[config.mk]
export PLATFORM = sky130hd
export DESIGN_NAME = slc3_isdu_ctrl
export DESIGN_NICKNAME = d
export VERILOG_FILES = /design/src/rtl/slc3_ctrl_pkg.sv /design/src/rtl/slc3_mem_wait_cnt.sv /design/src/rtl/slc3_isdu_ctrl.sv
export SDC_FILE = /design/constraint.sdc
export NUM_CORES = 1
export LEC_CHECK = 0
export CAP_MARGIN = 10
export CORE_MARGIN = 4
export CORE_UTILIZATION = 43
export DETAILED_ROUTE_END_ITERATION = 12
export PLACE_DENSITY_LB_ADDON = 0.05
export SETUP_SLACK_MARGIN = 0.3
export SYNTH_ARGS = -nofsm -noshare
export SYNTH_HDL_FRONTEND = slang
export SYNTH_HIERARCHICAL = 1
export SYNTH_SLANG_ARGS = --single-unit
[constraint.sdc]
create_clock -name Clk -period 2.1 [get_ports Clk]
set_clock_uncertainty 0.05 [all_clocks]
set_input_delay 0.63 -clock Clk [delete_from_list [all_inputs] [get_ports Clk]]
set_output_delay 0.63 -clock Clk [all_outputs]
set_load 0.03 [all_outputs]
[src/rtl/slc3_ctrl_pkg.sv]
// Shared types and encodings for the SLC-3 instruction sequencer.
package slc3_ctrl_pkg;

  typedef enum logic [4:0] {
    S_HALTED, S_F1, S_F2, S_F3, S_DEC,
    S_ADD, S_AND, S_NOT, S_BR, S_BR_T, S_JMP, S_JSR, S_JSR2,
    S_L1, S_L2, S_L3, S_S1, S_S2, S_S3, S_P1, S_P2
  } state_t;

  localparam logic [3:0] OP_BR    = 4'b0000;
  localparam logic [3:0] OP_ADD   = 4'b0001;
  localparam logic [3:0] OP_JSR   = 4'b0100;
  localparam logic [3:0] OP_AND   = 4'b0101;
  localparam logic [3:0] OP_LDR   = 4'b0110;
  localparam logic [3:0] OP_STR   = 4'b0111;
  localparam logic [3:0] OP_NOT   = 4'b1001;
  localparam logic [3:0] OP_JMP   = 4'b1100;
  localparam logic [3:0] OP_PAUSE = 4'b1101;

  localparam logic [1:0] PCMUX_PLUS1 = 2'd0;
  localparam logic [1:0] PCMUX_BUS   = 2'd1;
  localparam logic [1:0] PCMUX_ADDER = 2'd2;

  localparam logic [1:0] ADDR2_ZERO  = 2'd0;
  localparam logic [1:0] ADDR2_OFF6  = 2'd1;
  localparam logic [1:0] ADDR2_OFF9  = 2'd2;
  localparam logic [1:0] ADDR2_OFF11 = 2'd3;

  localparam logic [1:0] ALUK_ADD   = 2'd0;
  localparam logic [1:0] ALUK_AND   = 2'd1;
  localparam logic [1:0] ALUK_NOT   = 2'd2;
  localparam logic [1:0] ALUK_PASSA = 2'd3;

  localparam logic DRMUX_IR     = 1'b0;
  localparam logic DRMUX_R7     = 1'b1;
  localparam logic SR1MUX_IR11_9 = 1'b0;
  localparam logic SR1MUX_IR8_6  = 1'b1;
  localparam logic ADDR1_PC     = 1'b0;
  localparam logic ADDR1_BASER  = 1'b1;

  // States that hold a memory strobe and run the shared wait counter.
  function automatic logic is_wait_state(state_t s);
    return (s == S_F2) || (s == S_L2) || (s == S_S3);
  endfunction

endpackage

[src/rtl/slc3_mem_wait_cnt.sv]
// Memory-access wait counter: loads a preset, counts down to zero and flags done.
module slc3_mem_wait_cnt (
  input  logic       Clk,
  input  logic       Reset_n,
  input  logic       load,
  input  logic [2:0] load_val,
  input  logic       dec,
  output logic       done
);

  logic [2:0] cnt;

  always_ff @(posedge Clk or negedge Reset_n) begin
    if (!Reset_n)
      cnt <= 3'd0;
    else if (load)
      cnt <= load_val;
    else if (dec && (cnt != 3'd0))
      cnt <= cnt - 3'd1;
  end

  assign done = (cnt == 3'd0);

endmodule

[src/rtl/slc3_isdu_ctrl.sv]
// SLC-3 ISDU: Moore sequencer for fetch/decode/execute of the supported opcodes.
// state     | meaning
// HALTED    | idle until Run;  F1..F3 | fetch;  DEC | dispatch on opcode
// ADD..NOT  | ALU op;  BR/BR_T | branch test / taken;  JMP, JSR/JSR2 | jumps
// L1..L3    | LDR;  S1..S3 | STR;  P1/P2 | pause, two-phase Continue handshake
module slc3_isdu_ctrl
  import slc3_ctrl_pkg::*;
#(
  parameter int unsigned MEM_WAIT = 2
) (
  input  logic       Clk,
  input  logic       Reset_n,
  input  logic       Run,
  input  logic       Continue,
  input  logic [3:0] Opcode,
  input  logic       IR_5,
  input  logic       IR_11,
  input  logic       BEN,
  output logic       LD_MAR,
  output logic       LD_MDR,
  output logic       LD_IR,
  output logic       LD_BEN,
  output logic       LD_CC,
  output logic       LD_REG,
  output logic       LD_PC,
  output logic       LD_LED,
  output logic       GatePC,
  output logic       GateMDR,
  output logic       GateALU,
  output logic       GateMARMUX,
  output logic [1:0] PCMUX,
  output logic       DRMUX,
  output logic       SR1MUX,
  output logic       SR2MUX,
  output logic       ADDR1MUX,
  output logic [1:0] ADDR2MUX,
  output logic [1:0] ALUK,
  output logic       Mem_OE,
  output logic       Mem_WE
);

  localparam logic [2:0] WAIT_PRESET = 3'(MEM_WAIT - 1);

  state_t state, state_nxt;
  logic   cnt_load, cnt_done;

  // F1, L1 and S2 always lead straight into a wait state, so they arm the counter.
  assign cnt_load = (state == S_F1) || (state == S_L1) || (state == S_S2);

  slc3_mem_wait_cnt u_wait (
    .Clk      (Clk),
    .Reset_n  (Reset_n),
    .load     (cnt_load),
    .load_val (WAIT_PRESET),
    .dec      (is_wait_state(state)),
    .done     (cnt_done)
  );

  always_ff @(posedge Clk or negedge Reset_n) begin
    if (!Reset_n)
      state <= S_HALTED;
    else
      state <= state_nxt;
  end

  always_comb begin
    state_nxt = state;
    case (state)
      S_HALTED: if (Run) state_nxt = S_F1;
      S_F1:     state_nxt = S_F2;
      S_F2:     if (cnt_done) state_nxt = S_F3;
      S_F3:     state_nxt = S_DEC;
      S_DEC: begin
        case (Opcode)
          OP_ADD:   state_nxt = S_ADD;
          OP_AND:   state_nxt = S_AND;
          OP_NOT:   state_nxt = S_NOT;
          OP_BR:    state_nxt = S_BR;
          OP_JMP:   state_nxt = S_JMP;
          OP_JSR:   state_nxt = S_JSR;
          OP_LDR:   state_nxt = S_L1;
          OP_STR:   state_nxt = S_S1;
          OP_PAUSE: state_nxt = S_P1;
          default:  state_nxt = S_F1;
        endcase
      end
      S_BR:     state_nxt = BEN ? S_BR_T : S_F1;
      S_JSR:    state_nxt = S_JSR2;
      S_L1:     state_nxt = S_L2;
      S_L2:     if (cnt_done) state_nxt = S_L3;
      S_S1:     state_nxt = S_S2;
      S_S2:     state_nxt = S_S3;
      S_S3:     if (cnt_done) state_nxt = S_F1;
      S_P1:     if (Continue) state_nxt = S_P2;
      S_P2:     if (!Continue) state_nxt = S_F1;
      S_ADD, S_AND, S_NOT, S_BR_T, S_JMP, S_JSR2, S_L3:
                state_nxt = S_F1;
      default:  state_nxt = S_HALTED;
    endcase
  end

  always_comb begin
    LD_MAR = 1'b0; LD_MDR = 1'b0; LD_IR = 1'b0; LD_BEN = 1'b0;
    LD_CC = 1'b0; LD_REG = 1'b0; LD_PC = 1'b0; LD_LED = 1'b0;
    GatePC = 1'b0; GateMDR = 1'b0; GateALU = 1'b0; GateMARMUX = 1'b0;
    PCMUX = PCMUX_PLUS1; DRMUX = DRMUX_IR; SR1MUX = SR1MUX_IR11_9;
    SR2MUX = 1'b0; ADDR1MUX = ADDR1_PC; ADDR2MUX = ADDR2_ZERO;
    ALUK = ALUK_ADD; Mem_OE = 1'b0; Mem_WE = 1'b0;
    case (state)
      S_F1: begin
        GatePC = 1'b1; LD_MAR = 1'b1; PCMUX = PCMUX_PLUS1; LD_PC = 1'b1;
      end
      S_F2, S_L2: begin
        Mem_OE = 1'b1;
        LD_MDR = cnt_done;
      end
      S_F3: begin
        GateMDR = 1'b1; LD_IR = 1'b1;
      end
      S_DEC: LD_BEN = 1'b1;
      S_ADD, S_AND, S_NOT: begin
        GateALU = 1'b1; LD_REG = 1'b1; LD_CC = 1'b1;
        DRMUX = DRMUX_IR; SR1MUX = SR1MUX_IR8_6;
        SR2MUX = (state == S_NOT) ? 1'b0 : IR_5;
        ALUK = (state == S_ADD) ? ALUK_ADD : (state == S_AND) ? ALUK_AND : ALUK_NOT;
      end
      S_BR_T: begin
        ADDR1MUX = ADDR1_PC; ADDR2MUX = ADDR2_OFF9; PCMUX = PCMUX_ADDER; LD_PC = 1'b1;
      end
      S_JMP: begin
        ADDR1MUX = ADDR1_BASER; ADDR2MUX = ADDR2_ZERO; PCMUX = PCMUX_ADDER; LD_PC = 1'b1;
      end
      S_JSR: begin
        GatePC = 1'b1; DRMUX = DRMUX_R7; LD_REG = 1'b1;
      end
      S_JSR2: begin
        PCMUX = PCMUX_ADDER; LD_PC = 1'b1;
        ADDR1MUX = IR_11 ? ADDR1_PC : ADDR1_BASER;
        ADDR2MUX = IR_11 ? ADDR2_OFF11 : ADDR2_ZERO;
      end
      S_L1, S_S1: begin
        GateMARMUX = 1'b1; LD_MAR = 1'b1; ADDR1MUX = ADDR1_BASER; ADDR2MUX = ADDR2_OFF6;
      end
      S_L3: begin
        GateMDR = 1'b1; LD_REG = 1'b1; LD_CC = 1'b1; DRMUX = DRMUX_IR;
      end
      S_S2: begin
        GateALU = 1'b1; ALUK = ALUK_PASSA; SR1MUX = SR1MUX_IR11_9; LD_MDR = 1'b1;
      end
      S_S3: Mem_WE = 1'b1;
      S_P1: LD_LED = 1'b1;
      default: ;
    endcase
  end

endmodule
==> summary.md, run 1 <==
| Metric | Value |
|---|---|
| Run status | did not finish |
| Last stage | global routing |
| First reported error | [ERROR DPL-0033] detailed placement checks failed during check placement. |
| Synth Flop Type | dfrtp_1 |
| Worst-path endpoint category | top-level output |
| Yosys cell types | 51 |
| Starting Density | 44.8% |
| Initial antenna violation count | 0 |
| Post-Synthesis Cell Area | 1220 µm² |
| Post-DP HPWL | 3080 µm |
| Rows | 19 |
| Syn Area/Cell | 7.33 µm² |
| Largest net degree at the start of global routing | 17 |
| Sequential share of the synthesized area | 16.3% |
| Post-DP Area | 2010 µm² |
| Root buf cell | clkbuf_4 |
| Clock sinks | 8 |
| Ports | 35 |
| Ys async rst share | 100% |
| CTS Hold Buffers Added | 0 |
| Cells after synthesis | 167 |
| TritonCTS Buffers | 3 |
| Number of synthesized flops with an enable pin | 0 |
| Die X | 61.4 µm |
| IO buf count | 33 |
| GPL Wtd Cong | 0.838 |
| Yosys reg bits | 8 |
| Worst_ep grt | LD_MAR |
| Ys Warns | 6 |
| CTS max path bufs | 2 |
| Die Y | 61.4 µm |
| Depth of the CTS H-tree | 1 |
## cells in the mapped netlist (4+ instances only)
cell      count  area, µm²
a21o_1        5       37.5
a21oi_1       8       40.0
clkbuf_1      8       30.0
dfrtp_1       8        200
ha_1          6       75.1
inv_1        11       41.3
nand2_1      14       52.6
nand2b_1      9       56.3
nor2_1       14       52.6
nor2b_1       5       31.3
nor3_1        5       25.0
o21ai_0       6       30.0
or4b_1        4       40.0
## kinds of logic after synthesis
logic type	synth area share, %
and+or+nand+nor	35.7
AOI/OAI and AO/OA	25.4
buffers and inverters	9.81
DFF	16.3
adders and majority gates	6.13
muxes	3.78
xor gates and xnor gates	2.15
other	0.613
## stage by stage
step,hold slack [ps],cells,worst slack [ps]
floorplan,284,169,-24.4
CTS,536,269,-185
detailed placement,525,255,-586
global placement,525,255,-560
## repair_timing
action	in CTS
buffers inserted	11
setup endpoints to repair	30
pin swaps	17
gates resized for setup	81
==> run 2: changes to the inputs <==
--- a/config.mk
+++ b/config.mk
@@ -6,11 +6,10 @@
 export NUM_CORES = 1
 export LEC_CHECK = 0
 export CAP_MARGIN = 10
-export CORE_MARGIN = 4
-export CORE_UTILIZATION = 43
+export CORE_AREA = 4 4 65 67
 export DETAILED_ROUTE_END_ITERATION = 12
-export PLACE_DENSITY_LB_ADDON = 0.05
-export SETUP_SLACK_MARGIN = 0.3
+export DIE_AREA = 0 0 69 71
+export PLACE_DENSITY_LB_ADDON = 0.15
 export SYNTH_ARGS = -nofsm -noshare
 export SYNTH_HDL_FRONTEND = slang
 export SYNTH_HIERARCHICAL = 1
==> constraint.sdc (replaced) <==
create_clock -name Clk -period 2.7 [get_ports Clk]
set_clock_uncertainty 0.05 [all_clocks]
set_input_delay 0.81 -clock Clk [delete_from_list [all_inputs] [get_ports Clk]]
set_output_delay 0.81 -clock Clk [all_outputs]
set_load 0.03 [all_outputs]
==> run 2 against run 1 <==
The run now ends clean; synthesized area is the same; synthesized cell count is the same.
==> summary.md, run 2 <==
| Metric | Value |
|---|---|
| Run status | completed (was did not finish) |
| Largest regs | state x5, u_wait/cnt x3 |
| Type of the worst min-delay path | flip-flop to flip-flop |
| CP max-delay cell | dfrtp_1 |
| Starting Density | 33.7% (was 44.8%) |
| Clock sinks | 8 (unchanged) |
| CTS max path bufs | 2 (unchanged) |
| Gr usage total | 16.1% |
| Crit path DAT | 1770 ps |
| TritonCTS Buffers | 3 (unchanged) |
| Ys Warns | 6 (unchanged) |
| Worst setup SP type | flip-flop |
| Total core area | 3630 µm² |
| CP Data Required Time | 1840 ps |
| Layout cells sized above 1 | 31.3% |
| Nets@finish | 236 |
| Met3 wire length | 206 µm |
| Die ar. | 4900 µm² |
| Peak VDD IR | 0.000364 V |
| Sequential share of the synthesized area | 16.3% (unchanged) |
| Pins over their slew limit | 0 |
| Share of the synthesized area in the top cell type | 16.3% (unchanged) |
| Overall Power | 0.00167 W |
| RSZ-0062 raised after global routing | true |
| Clk_lat worst skew | 230 ps |
| Relative slew slack | 64.3% |
| Rows | 22 (was 19) |
| Detailed Route Iter0 Violations | 44 |
| Die X | 69 µm (was 61.4 µm) |
| Average wire per standard cell | 14.5 µm |
| Commonest non-fill, non-tap cells in the layout | buf_4 (46), nand2_1 (14), nor2_1 (13), inv_1 (10) |
| Drt pass-1 iters | 4 |
| Syn Area/Cell | 7.33 µm² (unchanged) |
| Worst slew pin tran | 535 ps |
| Post-Synthesis Cell Area | 1220 µm² (unchanged) |
| Largest register FFs | 5 |
| Max-cap violations | 0 |
| Placed cell count | 259 (was 255) |
| WL final | 3860 µm |
| CTS Hold Buffers Added | 0 (unchanged) |
| Yosys cell types | 51 (unchanged) |
| CTS tree | yes |
| Biggest register | state |
| Max Clk Rate | 380 MHz |
| Most common cell after layout, fill and taps aside | buf_4 |
| First-pass GRT wire length | 6640 µm |
| Fin crit period | 2630 ps |
| # setup viols final | 0 |
| CP Capture Type | output pin |
| Non-filler instance count after layout | 265 |
| Depth of the CTS H-tree | 1 (unchanged) |
| Top cell types by occurrence after synthesis | nand2_1 (14), nor2_1 (14), inv_1 (11) (unchanged) |
| GPL Wtd Cong | 0.850 (was 0.838) |
| Hold Violations, Final | 0 |
| Routed met2 length | 2030 µm |
| Vias in the first global route | 1410 |
| Kind of critical path | flip-flop to output pin |
| DRC Markers | 0 |
| Worst-path maximum fanout | 13 |
| Power Dens Cells | 941 nW/µm² |
| CP Cell Sequence | buf_4 -> or2_4 -> or3_1 -> o21ai_0 -> buf_4 |
| CP peak stage delay | 400 ps |
| Vias | 1404 |
| Worst Path Buf+Inv | 2 |
| Total grt overflow | 0 |
| Average via count per standard cell | 5.30 |
| Synth Flop Type | dfrtp_1 (unchanged) |
| Post-DRT Antenna Nets | 0 |
| Number of synthesized flops with an enable pin | 0 (unchanged) |
| DR top layer | met4 |
| Cells after synthesis | 167 (unchanged) |
| Inserted Diodes | 0 |
| Area contributors post-synth | dfrtp_1 (16%), ha_1 (6.1%), nand2b_1 (4.6%) (unchanged) |
| Pleak | 0.848 nW |
| Clk pin slew, worst setup/hold paths | 40 ps |
| Yosys reg bits | 8 (unchanged) |
| Post-DP HPWL | 3110 µm (was 3080 µm) |
| IO buf count | 33 (unchanged) |
| Fin crit share | 97.4% |
| Area Overhead vs Synth | 44.9% |
| Ports | 35 (unchanged) |
| Die Y | 71 µm (was 61.4 µm) |
| Root buf cell | clkbuf_8 (was clkbuf_4) |
| Largest area contributor in the netlist | dfrtp_1 (unchanged) |
| WL met1 | 1590 µm |
| Most used cell along the critical path | buf_4 |
| Ys async rst share | 100% (unchanged) |
| Delay-heaviest family, CP | simple AND/OR/NAND/NOR gates |
| Initial antenna violation count | 0 |
| Largest net degree at the start of global routing | 16 |
-- run 2: cell counts after synthesis --
Identical to the previous run, type by type.
-- run 2: area by class of cell --
class                   instances  area [µm²]
repair buffers                 60         487
multi-input cells             135         937
fillers                       391        1860
inverters                      11        45.0
flip-flops and latches          8         205
clock buffers                   3        41.3
well taps                      48        60.1
-- run 2: cell families after synthesis --
group	share of synthesized area, %
buffers and inverters	9.81
AO/OA/AOI/OAI	25.4
multiplexers	3.78
flip-flops	16.3
AND/OR/NAND/NOR	35.7
XOR/XNOR	2.15
other	0.613
adder cells (fa/ha/maj)	6.13
-- run 2: metrics by stage --
step           TNS (ps)  utilization (%)  hold WS (ps)  setup slack, ps  area, µm²
2_1_floorplan     -43.6                -           464            -43.6       1240
3_3_place_gp       -110             46.4           538             -110       1690
3_5_place_dp       -125             46.4           535             -125       1690
4_1_cts               0             47.7           547             5.54       1730
5_1_grt           -11.6             48.9           574            -11.6       1780
6_report              0             48.9           545             70.6       1780
-- run 2: what timing repair did --
action | in CTS | in global routing
resized for setup | 7 | 8
buffers inserted | 0 | 3
setup endpoints to repair | 10 | 10
-- run 2: worst min-delay path, stage by stage (launching register included) --
cell	delay [ps]
dfrtp_1	350
inv_1	70
o311ai_1	110
-- run 2: layer usage --
| metal | up-vias | track usage [%] |
|---|---|---|
| li1 | 697 | - |
| met1 | 659 | 20.1 |
| met2 | 44 | 30.2 |
| met3 | 4 | 0.426 |
| met4 | 0 | 4.34 |
| met5 | - | 0 |
-- run 2: final timing paths --
kind | from | endpoint | slack [ps] | cells past startpoint
max in group asynchronous | Reset_n | state[2] | 1480 | 1
setup reg to reg | state[0] | u_wait/cnt[1] | 670 | 6
hold reg to reg | u_wait/cnt[2] | u_wait/cnt[2] | 540 | 2
hold / removal | u_wait/cnt[2] | u_wait/cnt[2] | 540 | 2
min in group asynchronous | Reset_n | u_wait/cnt[2] | 820 | 1
setup / recovery | state[3] | LD_PC | 70 | 5
-- run 2: report_power, final --
part,internal [W],total (W),switching (W),leakage (nW)
combinational,0.000548,0.00128,0.000737,0.730
clock,0.0000966,0.000144,0.0000472,0.0216
sequential,0.000174,0.000242,0.0000683,0.0963
total,0.000818,0.00167,0.000852,0.848
(Power assumes the default switching activity.)
